`src/rtl/inst_cache_responder.sv`:
```
// Instruction-side responder: direct-mapped, one-word-per-line I-cache that
// serves fetcher PC requests and fills missing lines byte-by-byte over the
// shared memory bus through an arbiter request/grant handshake. Read-only.
module inst_cache_responder #(
    parameter int INDEX_BITS = 6,
    parameter int ADDR_WIDTH = 32
) (
    input  logic                  clk_in,
    input  logic                  rst_in,
    input  logic                  rdy_in,
    input  logic                  _clear,
    input  logic                  _pc_valid,
    input  logic [ADDR_WIDTH-1:0] _pc,
    output logic                  _inst_ready_in,
    output logic [31:0]           _inst_in,
    output logic                  mem_req,
    input  logic                  mem_gnt,
    output logic [ADDR_WIDTH-1:0] mem_a,
    input  logic [7:0]            mem_din
);

    localparam int LINES = 1 << INDEX_BITS;
    localparam int TAG_W = ADDR_WIDTH - INDEX_BITS - 2;

    typedef enum logic [1:0] {
        IDLE,
        FILL,
        RESP
    } state_t;

    state_t state_q, state_d;

    // Line storage; only the valid bits need a reset value
    logic [TAG_W-1:0]      tag_mem  [LINES];
    logic [31:0]           data_mem [LINES];
    logic [LINES-1:0]      valid_q;

    // Latched request (tag and index fields of req_pc)
    logic [TAG_W-1:0]      req_tag_q, req_tag_d;
    logic [INDEX_BITS-1:0] req_idx_q, req_idx_d;

    // Fill bookkeeping
    logic [2:0]            issue_cnt_q, issue_cnt_d;
    logic [1:0]            recv_cnt_q, recv_cnt_d;
    logic                  byte_pend_q, byte_pend_d;
    logic [23:0]           buf_q, buf_d;

    // Registered outputs
    logic                  ready_q, ready_d;
    logic [31:0]           inst_q, inst_d;
    logic                  mem_req_q, mem_req_d;
    logic [ADDR_WIDTH-1:0] mem_a_q, mem_a_d;

    logic                  fill_we;
    logic [31:0]           fill_word;

    logic [INDEX_BITS-1:0] pc_idx;
    logic [TAG_W-1:0]      pc_tag;
    logic                  hit;

    assign pc_idx    = _pc[INDEX_BITS+1:2];
    assign pc_tag    = _pc[ADDR_WIDTH-1:INDEX_BITS+2];
    assign hit       = valid_q[pc_idx] && (tag_mem[pc_idx] == pc_tag);
    // The 4th byte arrives straight off the bus and completes the word
    assign fill_word = {mem_din, buf_q};

    assign _inst_ready_in = ready_q;
    assign _inst_in       = inst_q;
    assign mem_req        = mem_req_q;
    assign mem_a          = mem_a_q;

    // State register: async reset, frozen while rdy_in is low
    always_ff @(posedge clk_in or negedge rst_in) begin
        if (!rst_in) begin
            state_q <= IDLE;
        end else if (rdy_in) begin
            state_q <= state_d;
        end
    end

    // Next-state logic; a flush overrides everything and drops back to IDLE
    always_comb begin
        state_d = state_q;
        if (_clear) begin
            state_d = IDLE;
        end else begin
            case (state_q)
                IDLE:    if (_pc_valid) state_d = hit ? RESP : FILL;
                FILL:    if (byte_pend_q && recv_cnt_q == 2'd3) state_d = RESP;
                RESP:    state_d = IDLE;
                default: state_d = IDLE;
            endcase
        end
    end

    // Output / datapath next values: lookup, byte issue and capture, word assembly
    always_comb begin
        req_tag_d   = req_tag_q;
        req_idx_d   = req_idx_q;
        issue_cnt_d = issue_cnt_q;
        recv_cnt_d  = recv_cnt_q;
        byte_pend_d = 1'b0;
        buf_d       = buf_q;
        ready_d     = 1'b0;
        inst_d      = inst_q;
        mem_req_d   = mem_req_q;
        mem_a_d     = mem_a_q;
        fill_we     = 1'b0;

        if (_clear) begin
            // Abandon any fill; clearing the pending flag drops the in-flight byte
            mem_req_d   = 1'b0;
            byte_pend_d = 1'b0;
        end else begin
            case (state_q)
                IDLE: begin
                    if (_pc_valid) begin
                        req_tag_d = pc_tag;
                        req_idx_d = pc_idx;
                        if (hit) begin
                            inst_d  = data_mem[pc_idx];
                            ready_d = 1'b1;
                        end else begin
                            mem_req_d   = 1'b1;
                            mem_a_d     = _pc;
                            issue_cnt_d = '0;
                            recv_cnt_d  = '0;
                        end
                    end
                end
                FILL: begin
                    if (mem_req_q && mem_gnt) begin
                        issue_cnt_d = issue_cnt_q + 3'd1;
                        mem_a_d     = mem_a_q + ADDR_WIDTH'(1);
                        byte_pend_d = 1'b1;
                        if (issue_cnt_q == 3'd3) begin
                            mem_req_d = 1'b0;
                        end
                    end
                    if (byte_pend_q) begin
                        recv_cnt_d = recv_cnt_q + 2'd1;
                        case (recv_cnt_q)
                            2'd0: buf_d[7:0]   = mem_din;
                            2'd1: buf_d[15:8]  = mem_din;
                            2'd2: buf_d[23:16] = mem_din;
                            default: begin
                                inst_d  = fill_word;
                                ready_d = 1'b1;
                                fill_we = 1'b1;
                            end
                        endcase
                    end
                end
                default: ;
            endcase
        end
    end

    // Datapath and output registers, plus the valid bits
    always_ff @(posedge clk_in or negedge rst_in) begin
        if (!rst_in) begin
            valid_q     <= '0;
            req_tag_q   <= '0;
            req_idx_q   <= '0;
            issue_cnt_q <= '0;
            recv_cnt_q  <= '0;
            byte_pend_q <= 1'b0;
            buf_q       <= '0;
            ready_q     <= 1'b0;
            inst_q      <= '0;
            mem_req_q   <= 1'b0;
            mem_a_q     <= '0;
        end else if (rdy_in) begin
            req_tag_q   <= req_tag_d;
            req_idx_q   <= req_idx_d;
            issue_cnt_q <= issue_cnt_d;
            recv_cnt_q  <= recv_cnt_d;
            byte_pend_q <= byte_pend_d;
            buf_q       <= buf_d;
            ready_q     <= ready_d;
            inst_q      <= inst_d;
            mem_req_q   <= mem_req_d;
            mem_a_q     <= mem_a_d;
            if (fill_we) begin
                valid_q[req_idx_q] <= 1'b1;
            end
        end
    end

    // Tag/data array write on completion of a fill
    always_ff @(posedge clk_in) begin
        if (rdy_in && fill_we) begin
            tag_mem[req_idx_q]  <= req_tag_q;
            data_mem[req_idx_q] <= fill_word;
        end
    end

endmodule
```
`config.mk`:
```
export PLATFORM = sky130hd
export DESIGN_NAME = inst_cache_responder
export DESIGN_NICKNAME = d
export VERILOG_FILES = /design/src/rtl/inst_cache_responder.sv
export SDC_FILE = /design/constraint.sdc
export NUM_CORES = 2
export LEC_CHECK = 0
export BUFFER_PORTS_ARGS = -buffer_cell sky130_fd_sc_hd__buf_2
export CORE_ASPECT_RATIO = 1.4
export CORE_MARGIN = 5
export CORE_UTILIZATION = 33
export CTS_BUF_LIST = sky130_fd_sc_hd__clkbuf_16
export CTS_CLUSTER_DIAMETER = 40
export CTS_CLUSTER_SIZE = 16
export DETAILED_ROUTE_END_ITERATION = 12
export SYNTH_ARGS = -nofsm -noshare
export SYNTH_HDL_FRONTEND = slang
export SYNTH_SLANG_ARGS = --single-unit
```
`constraint.sdc`:
```
create_clock -name clk_in -period 4.3 [get_ports clk_in]
set_input_delay 0.215 -clock clk_in [delete_from_list [all_inputs] [get_ports clk_in]]
set_output_delay 0.215 -clock clk_in [all_outputs]
set_load 0.05 [all_outputs]
```
==> impl_metrics.toml <==
[die]
core_sq_mm = 0.442
io_pins = 112
die_w_microns = 572
die_h_microns = 797
die_area_sq_mm = 0.456
num_rows = 289
initial_core_util_pct = 33.1

[min_path]
hold_path_class = "in2reg"
whs_endpoint = "req_tag_q[4]$_DFFE_PN0P_"
hold_start = "_pc[12]"
whs_path_depth = 3

[worst_setup_path]
cp-start-kind = "flip-flop"
worst_r2r_startpoint = "tag_mem[6][22]$_DFFE_PP_"
critPathRequiredTime_ns = 5.18
reg2reg_slack_ns = 0.07
reg2reg_to = "_inst_in[19]$_DFFE_PN0P_"
r2r_cells = 13
worstPathArrival_ns = 5.11
critical_path_class = "reg2reg"
crit_path_end_kind = "flip-flop"
path_max_fanout = 10

[finish]
postLayoutCoreUtil_pct = 39.2
instances_no_fill = 13600
nNetsFinal = 7455
area_growth_pct = 18.7
drive_above_1_share_pct = 33.6

[global_routing]
grt.total_usage_pct = 19.8
gr-total-overflow = 0
grt_max_degree = 169
antenna_found_initial = 32
grt_pass1_wl_microns = 634000
grt_pass1_vias = 76800

[pwr]
power_density_mw_per_mm2 = 481
peakVddDrop_mv = 0.312
finalPower_uw = 83400
p_leak_uw = 0.0591

[clocking]
path_clk_slew_ns = 0.07
cts_made_buffers = 382
tritoncts = "done"
cts_max_path_buffers = 4
cts_root_buffer = "clkbuf_16"
clock-sinks = 3776
cts_max_level = 5
clk_latency_ns = 0.99

[timing]
final.period_utilization_pct = 98.4
fmax_mhz = 236
rsz0062_at_grt = "no"
tightest_slew_ns = 1.45
finalHoldViolCount = 0
slew_violations = 0
setup-violations-final = 0
setup_slack_ns = 0.0682
period_needed_ns = 4.23
relSlewSlack_pct = 3.63
finalClockSkew_ns = 0.0822

[route]
drc = 0
wirelength_microns = 463000
vias = 76000
drtIter0Drc = 9939
vias_per_cell = 5.60
wire_per_inst_microns = 34.2
ant_nets = 0
dr.pass1.iters = 6

[logic_synthesis]
synth_common_cells = "edfxtp_1, mux4_2, mux2i_1, dfrtp_1, nor2_1"
synthesis.area_sq_mm = 0.146
netlist_top_cells_area = "edfxtp_1, mux4_2, dfrtp_1"
yosys.area.top_type_share_pct = 73.7
ys_async_sr_fraction_pct = 5.08
synth_fp_nets = 6648
synth.most_common_cell = "edfxtp_1"
synth_warnings = 0
synth_cells = 6594
yosys.area.top_type = "edfxtp_1"
synth_edf_count = 3584
yosysSeqAreaShare_pct = 77.0
ys_seq_elements = 3776
synth_flop_cell = "edfxtp_1"
ys_types = 82
synth_area_per_cell_sq_um = 22.2

[place]
numPortBuffers = 111
routabilityCongestion = 0.847
pre_cts_ws_ns = -0.938
dp.final_hpwl_microns = 266000
dp_cells = 12800

[run]
max-cap-violations = 0

[outcome]
status = "completed"
[flip-flops by register name, summed over array words and instances (netlist names)]
| name | flops |
|---|---|
| mem_a | 32 |
| mem_req | 1 |
| buf_q | 24 |
| state_q | 2 |
| data_mem | 2048 |
| req_idx_q | 6 |
| issue_cnt_q | 3 |
| byte_pend_q | 1 |
| valid_q | 64 |
| _inst_in | 32 |
| _inst_ready_in | 1 |
| recv_cnt_q | 2 |
| tag_mem | 1536 |
| req_tag_q | 24 |
[report_power, final]
group	internal, uW	switching (uW)	leakage, uW
logic	1910	4270	0.0151
clock network	19800	15500	0.00665
registers	41600	352	0.0374
[worst max-delay path by stage]
stage	start	endpoint	slack, ns	depth (start not counted)
2_1_floorplan	state_q[1]$_DFFE_PN0P_	data_mem[24][0]$_DFFE_PP_	-0.11	7
3_3_place_gp	_pc[4]	mem_a[0]$_DFFE_PN0P_	-0.90	16
3_5_place_dp	_pc[4]	mem_a[0]$_DFFE_PN0P_	-0.94	16
4_1_cts	tag_mem[6][22]$_DFFE_PP_	_inst_in[25]$_DFFE_PN0P_	0.02	13
5_1_grt	tag_mem[7][22]$_DFFE_PP_	_inst_in[3]$_DFFE_PN0P_	0.02	13
6_report	tag_mem[6][22]$_DFFE_PP_	_inst_in[19]$_DFFE_PN0P_	0.07	13
[cells by family after synthesis]
family / share of synthesized area [%]
buf+inv: 1.22
simple gates: 2.21
compound gates: 2.18
flops: 77.0
fa+ha+maj: 0.0685
mux: 17.3
xor+xnor: 0.0959
[timing repair]
item,4_1_cts,5_1_grt
hold endpoints to repair,519,0
resized for setup,9,0
pin swaps,6,2
buffers inserted,2,0
setup endpoints to repair,71,51
gates cloned,1,0
hold buffers,42,0
[placed cells by master (no fill, tap or decap), drive strengths merged, types with 8 or more instances in the layout]
| cell type | synthesis | final |
|---|---|---|
| a31oi | 42 | 42 |
| xor2 | 10 | 10 |
| nand2b | 10 | 10 |
| clkinv | 1 | 130 |
| a2bb2oi | 22 | 22 |
| edfxtp | 3584 | 3584 |
| clkbuf | 141 | 385 |
| a22o | 12 | 12 |
| a21oi | 50 | 50 |
| bufinv | 0 | 48 |
| nor2 | 192 | 192 |
| nand2 | 153 | 153 |
| a211oi | 35 | 35 |
| inv | 22 | 145 |
| or3 | 10 | 10 |
| nor3 | 24 | 24 |
| a32oi | 10 | 10 |
| dlygate4sd3 | 0 | 41 |
| clkinvlp | 0 | 28 |
| o2bb2ai | 8 | 8 |
| nor2b | 19 | 19 |
| nand4 | 18 | 18 |
| mux2i | 245 | 245 |
| or2 | 68 | 68 |
| ha | 8 | 8 |
| mux4 | 961 | 961 |
| nand3 | 78 | 78 |
| and2 | 10 | 10 |
| o21ai | 43 | 43 |
| diode | 0 | 14 |
| o22ai | 44 | 44 |
| a221oi | 12 | 12 |
| nand3b | 13 | 13 |
| a22oi | 98 | 98 |
| mux2 | 100 | 100 |
| dfrtp | 192 | 192 |
| nor4 | 10 | 10 |
| buf | 221 | 743 |
| a21o | 8 | 8 |
| and3 | 21 | 21 |
[through the flow]
step                setup TNS, ns  cell area, sq um  hold slack (ns)
finish                          0            173000            0.113
global route                    0            173000           0.0436
CTS                             0            173000          0.00988
detailed placement         -53.27            159000            0.255
global placement           -52.56            159000            0.253
floorplan                 -162.43            146000          -0.0806
[routing by layer]
layer | share of wire (%) | GRT usage (%) | routed length (microns) | vias up
met5 | 0.012 | 0 | 57 | -
met4 | 4.8 | 8.06 | 22400 | 10
met3 | 8.1 | 3.45 | 37600 | 887
met2 | 50 | 34.2 | 234000 | 3926
met1 | 37 | 24.7 | 169000 | 41600
li1 | - | - | - | 29600
[area by class of cell]
cell class,instances,area [sq um]
well taps,5820,7280
fillers,38900,269000
inverters,23,97.6
diodes,14,35.0
clock inverters,328,3820
clock buffers,385,9630
repair buffers,785,7540
flip-flops and latches,3776,112000
multi-input cells,2433,32500
[worst max-delay path: stages, from the launching register on]
cell       delay (ns)
edfxtp_1         0.40
mux4_2           0.50
a22oi_2          0.24
o31ai_4          0.13
o41ai_4          0.39
xor2_2           0.35
buf_6            0.18
nand3_1          0.09
or4_4            0.57
nor4_4           0.23
buf_4            0.24
a21o_4           0.18
bufbuf_16        0.28
mux2_1           0.32
No activity file was read; power rests on OpenSTA's default activity.
